===== config.mk =====
export PLATFORM = sky130hd
export DESIGN_NAME = intrude_sched
export DESIGN_NICKNAME = d
export VERILOG_FILES = /design/src/rtl/intrude_sched_pkg.sv /design/src/rtl/intrude_rr_arb.sv /design/src/rtl/intrude_sched.sv
export SDC_FILE = /design/constraint.sdc
export NUM_CORES = 1
export LEC_CHECK = 0
export CAP_MARGIN = 20
export CORE_MARGIN = 1.5
export CORE_UTILIZATION = 43
export CTS_BUF_LIST = sky130_fd_sc_hd__clkbuf_16
export DETAILED_ROUTE_END_ITERATION = 16
export GPL_TIMING_DRIVEN = 0
export PLACE_DENSITY_LB_ADDON = 0.25
export SYNTH_ARGS = -nofsm -noshare
export SYNTH_HDL_FRONTEND = slang
export SYNTH_HIERARCHICAL = 1
export SYNTH_SLANG_ARGS = --single-unit

===== constraint.sdc =====
create_clock -name CLK -period 5.95 [get_ports CLK]
set_input_delay 1.785 -clock CLK [delete_from_list [all_inputs] [get_ports CLK]]
set_output_delay 1.785 -clock CLK [all_outputs]
set_load 0.01 [all_outputs]

===== src/rtl/intrude_sched_pkg.sv =====
// Shared types and defaults for the intrusion DMA scheduler.
package intrude_sched_pkg;

  typedef enum logic [1:0] {
    IDLE   = 2'd0,
    BUSREQ = 2'd1,
    ACCESS = 2'd2,
    DONE   = 2'd3
  } state_t;

  localparam int NREQ_DEF       = 3;
  localparam int ADDR_W_DEF     = 20;
  localparam int DATA_W_DEF     = 8;
  localparam int STROBE_LEN_DEF = 3;
  localparam int TIMEOUT_DEF    = 31;

  function automatic int id_width(input int n);
    return (n > 1) ? $clog2(n) : 1;
  endfunction

endpackage


===== src/rtl/intrude_rr_arb.sv =====
// Combinational round-robin picker: first set request at or after the pointer.
module intrude_rr_arb #(
  parameter int NREQ = 3,
  parameter int ID_W = 2
) (
  input  logic [NREQ-1:0] req,
  input  logic [ID_W-1:0] ptr,
  output logic [ID_W-1:0] id,
  output logic            valid
);

  localparam int SW = ID_W + 1;

  logic [SW-1:0] sum;

  always_comb begin
    id    = '0;
    valid = 1'b0;
    sum   = '0;
    for (int k = 0; k < NREQ; k++) begin
      // wide sum so non-power-of-two NREQ wraps cleanly
      sum = {1'b0, ptr} + SW'(k);
      if (sum >= SW'(NREQ)) sum = sum - SW'(NREQ);
      if (!valid && req[sum[ID_W-1:0]]) begin
        valid = 1'b1;
        id    = sum[ID_W-1:0];
      end
    end
  end

endmodule


===== src/rtl/intrude_sched.sv =====
// Intrusion DMA scheduler: arbitrates NREQ requesters onto one RD/WR strobe burst.
// Optional BUS_ACK timeout enabled by defining INTRUDE_SCHED_TIMEOUT_EN.
//
// state  | meaning
// IDLE   | arbitrate, latch winner's direction/address/data
// BUSREQ | TRUDY high, waiting for BUS_ACK
// ACCESS | RD or WR held for STROBE_LEN cycles
// DONE   | ACK (and ERR on timeout) pulse, bus released, pointer advances
module intrude_sched
  import intrude_sched_pkg::*;
#(
  parameter int NREQ       = NREQ_DEF,
  parameter int ADDR_W     = ADDR_W_DEF,
  parameter int DATA_W     = DATA_W_DEF,
  parameter int STROBE_LEN = STROBE_LEN_DEF,
  parameter int TIMEOUT    = TIMEOUT_DEF
) (
  input  logic                   CLK,
  input  logic                   RESET,
  input  logic [NREQ-1:0]        REQ,
  input  logic [NREQ-1:0]        REQ_WR,
  input  logic [NREQ*ADDR_W-1:0] REQ_ADDR,
  input  logic [NREQ*DATA_W-1:0] REQ_DATA,
  output logic [NREQ-1:0]        ACK,
  output logic [DATA_W-1:0]      RDATA,
  output logic                   TRUDY,
  input  logic                   BUS_ACK,
  output logic                   RD,
  output logic                   WR,
  output logic [ADDR_W-1:0]      ADDR,
  output logic [DATA_W-1:0]      DOUT,
  input  logic [DATA_W-1:0]      DIN,
  output logic                   ERR
);

  localparam int ID_W = id_width(NREQ);

  state_t          state, state_nx;
  logic [ID_W-1:0] ptr, winner, arb_id;
  logic            arb_valid;
  logic            wr_q;
  logic [3:0]      scnt;
  logic            to_expire;

  intrude_rr_arb #(
    .NREQ (NREQ),
    .ID_W (ID_W)
  ) u_arb (
    .req   (REQ),
    .ptr   (ptr),
    .id    (arb_id),
    .valid (arb_valid)
  );

  always_ff @(posedge CLK or posedge RESET) begin
    if (RESET) state <= IDLE;
    else       state <= state_nx;
  end

  always_comb begin
    state_nx = state;
    unique case (state)
      IDLE:   if (arb_valid) state_nx = BUSREQ;
      BUSREQ: begin
        if (BUS_ACK)        state_nx = ACCESS;
        else if (to_expire) state_nx = DONE;
      end
      ACCESS: if (scnt == 4'd0) state_nx = DONE;
      DONE:   state_nx = IDLE;
      default: state_nx = IDLE;
    endcase
  end

  always_ff @(posedge CLK or posedge RESET) begin
    if (RESET) begin
      winner <= '0;
      wr_q   <= 1'b0;
      ADDR   <= '0;
      DOUT   <= '0;
      RDATA  <= '0;
      ptr    <= '0;
      scnt   <= '0;
    end else begin
      unique case (state)
        IDLE: if (arb_valid) begin
          winner <= arb_id;
          wr_q   <= REQ_WR[arb_id];
          ADDR   <= ADDR_W'(REQ_ADDR >> (int'(arb_id) * ADDR_W));
          DOUT   <= DATA_W'(REQ_DATA >> (int'(arb_id) * DATA_W));
        end
        BUSREQ: if (BUS_ACK) scnt <= 4'(STROBE_LEN - 1);
        ACCESS: begin
          if (scnt == 4'd0) begin
            if (!wr_q) RDATA <= DIN;
          end else begin
            scnt <= scnt - 4'd1;
          end
        end
        DONE: ptr <= (winner == ID_W'(NREQ - 1)) ? '0 : winner + 1'b1;
        default: ;
      endcase
    end
  end

`ifdef INTRUDE_SCHED_TIMEOUT_EN
  localparam int TO_W = $clog2(TIMEOUT + 1) + 1;

  logic [TO_W-1:0] to_cnt;
  logic            timed_out;

  assign to_expire = (state == BUSREQ) && !BUS_ACK && (to_cnt == '0);

  always_ff @(posedge CLK or posedge RESET) begin
    if (RESET) begin
      to_cnt    <= '0;
      timed_out <= 1'b0;
    end else if (state == IDLE) begin
      to_cnt    <= TO_W'(TIMEOUT);
      timed_out <= 1'b0;
    end else if (state == BUSREQ) begin
      if (to_expire)     timed_out <= 1'b1;
      else if (!BUS_ACK) to_cnt    <= to_cnt - 1'b1;
    end
  end

  assign ERR = (state == DONE) && timed_out;
`else
  logic unused_timeout;
  assign unused_timeout = (TIMEOUT != 0);
  assign to_expire      = 1'b0;
  assign ERR            = 1'b0;
`endif

  assign TRUDY = (state == BUSREQ) || (state == ACCESS);
  assign RD    = (state == ACCESS) && !wr_q;
  assign WR    = (state == ACCESS) && wr_q;

  always_comb begin
    ACK = '0;
    if (state == DONE) ACK[winner] = 1'b1;
  end

endmodule


==> flow_metrics.py <==
metrics = {
    "sta": {
        "post-route-period-util_pct": 70.7,
        "fin_setup_tns_ns": 0,
        "fmax_mhz": 238,
        "rsz0062_at_grt": "no",
        "hold_ws_ns": 0.509,
        "tightest_slew_ns": 0.534,
        "slew_viol_final": 0,
        "finalCriticalPeriod_ns": 4.21,
        "hold_viol": 0,
        "slew-limit-headroom_pct": 64.4,
        "skew_ns": 0.00535,
        "setup_viol": 0,
    },
    "clocking": {
        "cts_setup_buffers": 0,
        "root_buffer": "clkbuf_16",
        "cts.htree.levels": 2,
        "ctsHoldBuffers": 0,
        "cts_resized": 0,
        "clk_latency_ns": 0.28,
        "cts_tree": "built",
        "cts.sink_count": 47,
        "cts_inserted_buffers": 5,
        "clk_pin_slew_ns": 0.06,
        "clockBufferDepth": 2,
    },
    "yosys": {
        "yosys_warnings": 6,
        "syn_avg_cell_area_um2": 9.45,
        "synth.cell_area_um2": 2810,
        "synth.distinct_cells": 35,
        "yosysSeqAreaShare_pct": 41.9,
        "synth_top_area_share_pct": 41.9,
        "synth_area_leader_cell": "dfrtp_1",
        "syn-num-nets": 408,
        "synth.ff_latch_count": 47,
        "synth_cells": 297,
        "synthTopCellsByArea": "dfrtp_1, mux2i_1, a31oi_1",
    },
    "pwr": {
        "p_per_area_nw_per_um2": 575,
        "p_sw_uw": 1030,
        "comb_power_share_pct": 65.7,
        "p_seq_share_pct": 22.6,
        "clock_power_share_pct": 11.7,
        "switching_share_pct": 39.8,
        "total_leakage_power_uw": 0.00190,
        "ir_worst_vdd_mv": 0.366,
        "intPower_uw": 1560,
    },
    "floorplanning": {
        "start_util_pct": 44.5,
        "die_y_um": 83.8,
        "dieArea_um2": 7020,
        "die_w_um": 83.8,
        "coreArea_um2": 6310,
        "rows": 29,
        "ioPinCount": 144,
    },
    "worst_setup_path": {
        "crit_slowest_cell": "clkdlybuf4s50_1",
        "worstSetupPathType": "in2reg",
        "arrival_ns": 4.40,
        "crit_chain": "clkdlybuf4s50_1 > mux2i_1 > mux2i_1 > nor3b_1 > a211oi_1 > nor2b_1 > buf_2 > buf_2 > nand2_1 > a31oi_1",
        "crit_path_end_kind": "flip-flop",
        "start_kind": "primary input",
        "crit_fanout": 10,
        "reg2regPathDepth": 10,
        "cp.required_ns": 6.14,
        "cpPeakStageDelay_ns": 0.55,
    },
    "min_path": {
        "hold_class": "reg2reg",
        "holdPathStages": 1,
    },
    "routing": {
        "drcViolationCount": 0,
        "routed_wl_um": 7560,
        "routedWlPerCell_um": 14.4,
        "ant_nets": 0,
        "vias_per_cell": 5.09,
        "firstDrtPassIters": 6,
        "drt-initial-drc-count": 79,
        "vias": 2668,
    },
    "global_routing": {
        "track_usage_pct": 22.5,
        "grt_pass1_vias": 2688,
        "grt.overflow.total": 0,
        "grt_max_degree": 25,
        "antenna_found_initial": 0,
        "grt_pass1_wl_um": 12800,
    },
    "place": {
        "hpwl_um": 5920,
        "port-buffer-count": 142,
        "gp_congestion": 0.896,
        "place_area_um2": 4350,
    },
    "finish": {
        "layout.nets": 558,
        "syn_to_final_growth_pct": 60.4,
        "antennaDiodeCount": 0,
        "final_cell_mix": "clkdlybuf4s50_1, dfrtp_1, mux2i_1",
        "drive_above_1_share_pct": 13.4,
        "final_cell_area_um2": 4500,
        "final_common_cell": "clkdlybuf4s50_1",
    },
    "job": {
        "maxCapViolations": 0,
    },
    "status": {
        "status": "finished, final reports clean",
    },
}
==> critical path, delay by kind of cell <==
family | cells | cell delay (ns)
simple gates | 3 | 0.42
compound gates | 2 | 0.66
mux | 2 | 0.49
buf+inv | 3 | 1.05
==> state kept, by name (all words and copies together) (netlist names) <==
| name | cells |
|---|---|
| wr_q | 1 |
| winner | 2 |
| state | 2 |
| RDATA | 8 |
| scnt | 4 |
| ADDR | 20 |
| ptr | 2 |
| DOUT | 8 |
==> synthesized netlist by cell type <==
master / count
mux2_2: 11
nor4b_1: 1
a21oi_1: 2
o2bb2ai_1: 1
and2_1: 2
nor2b_1: 4
buf_2: 6
o41ai_1: 1
buf_4: 4
mux2i_1: 36
nor3_1: 2
a41o_1: 1
nand2_1: 35
a211oi_1: 1
or2_2: 29
mux2_1: 1
o21ai_1: 2
nand2b_1: 2
a2bb2oi_1: 1
nor3b_1: 3
ha_1: 10
or3b_1: 1
or3_2: 1
clkbuf_1: 9
o311ai_0: 1
conb_1: 1
inv_1: 12
o21ai_0: 1
a21o_1: 3
a221oi_2: 1
nand3b_1: 4
a31oi_1: 29
nor2_1: 31
dfrtp_1: 47
nand3_1: 1
==> layer usage <==
| layer | vias up | track usage, % | routed length [µm] |
|---|---|---|---|
| met1 | 1243 | 27.6 | 3070 |
| met4 | 0 | 4.47 | 59 |
| li1 | 1312 | - | - |
| met5 | - | 0 | 0 |
| met2 | 106 | 39.1 | 3830 |
| met3 | 7 | 7.32 | 600 |
==> final timing paths <==
path	slack, ns	end	from
max in group asynchronous	3.57	ADDR[1]$_DFFE_PP0P_	RESET
min in group asynchronous	1.87	winner[0]$_DFFE_PP0P_	RESET
worst max register to register	2.95	ADDR[1]$_DFFE_PP0P_	ptr[0]$_DFFE_PP0P_
worst min-delay path	0.51	RDATA[6]$_DFFE_PP0P_	RDATA[6]$_DFFE_PP0P_
worst min register to register	0.51	RDATA[6]$_DFFE_PP0P_	RDATA[6]$_DFFE_PP0P_
worst max-delay path	1.74	ADDR[1]$_DFFE_PP0P_	REQ[2]
==> stage by stage <==
step           total power (µW)  worst slack, ns  utilization (%)  cells
2_1_floorplan              1690             2.53                -    297
3_3_place_gp               2250             1.58             68.5    516
3_5_place_dp               2310             1.47             68.8    517
4_1_cts                    2620             1.76             71.3    524
5_1_grt                    2800             1.53             71.3    524
6_report                   2590             1.74             71.3    524
==> layout make-up <==
| type | count | area [µm²] |
|---|---|---|
| Buffer | 19 | 93.8 |
| Clock buffer | 5 | 125 |
| Clock inverter | 2 | 33.8 |
| Fill cell | 513 | 1810 |
| Inverter | 12 | 45.0 |
| Multi-Input combinational cell | 219 | 1490 |
| Sequential cell | 47 | 1180 |
| Tap cell | 77 | 96.3 |
| Timing Repair Buffer | 143 | 1440 |
==> power by group through the flow <==
stage / logic, µW / clock network, µW / registers [µW]
final: 1700 / 303 / 584
after global routing: 1880 / 320 / 608
after CTS: 1720 / 309 / 585
after detailed placement: 1720 / 0 / 590
after global placement: 1670 / 0 / 579
after floorplan: 1050 / 0 / 636
==> cells by family after synthesis <==
| kind of cell | after synthesis | synth area share [%] |
|---|---|---|
| multiplexers | 48 | 17.6 |
| buffers and inverters | 31 | 4.95 |
| AND/OR/NAND/NOR | 116 | 20.4 |
| AO/OA/AOI/OAI | 44 | 10.6 |
| other | 1 | 0.134 |
| adder cells (fa/ha/maj) | 10 | 4.46 |
| flip-flops | 47 | 41.9 |
(Power assumes the default switching activity.)
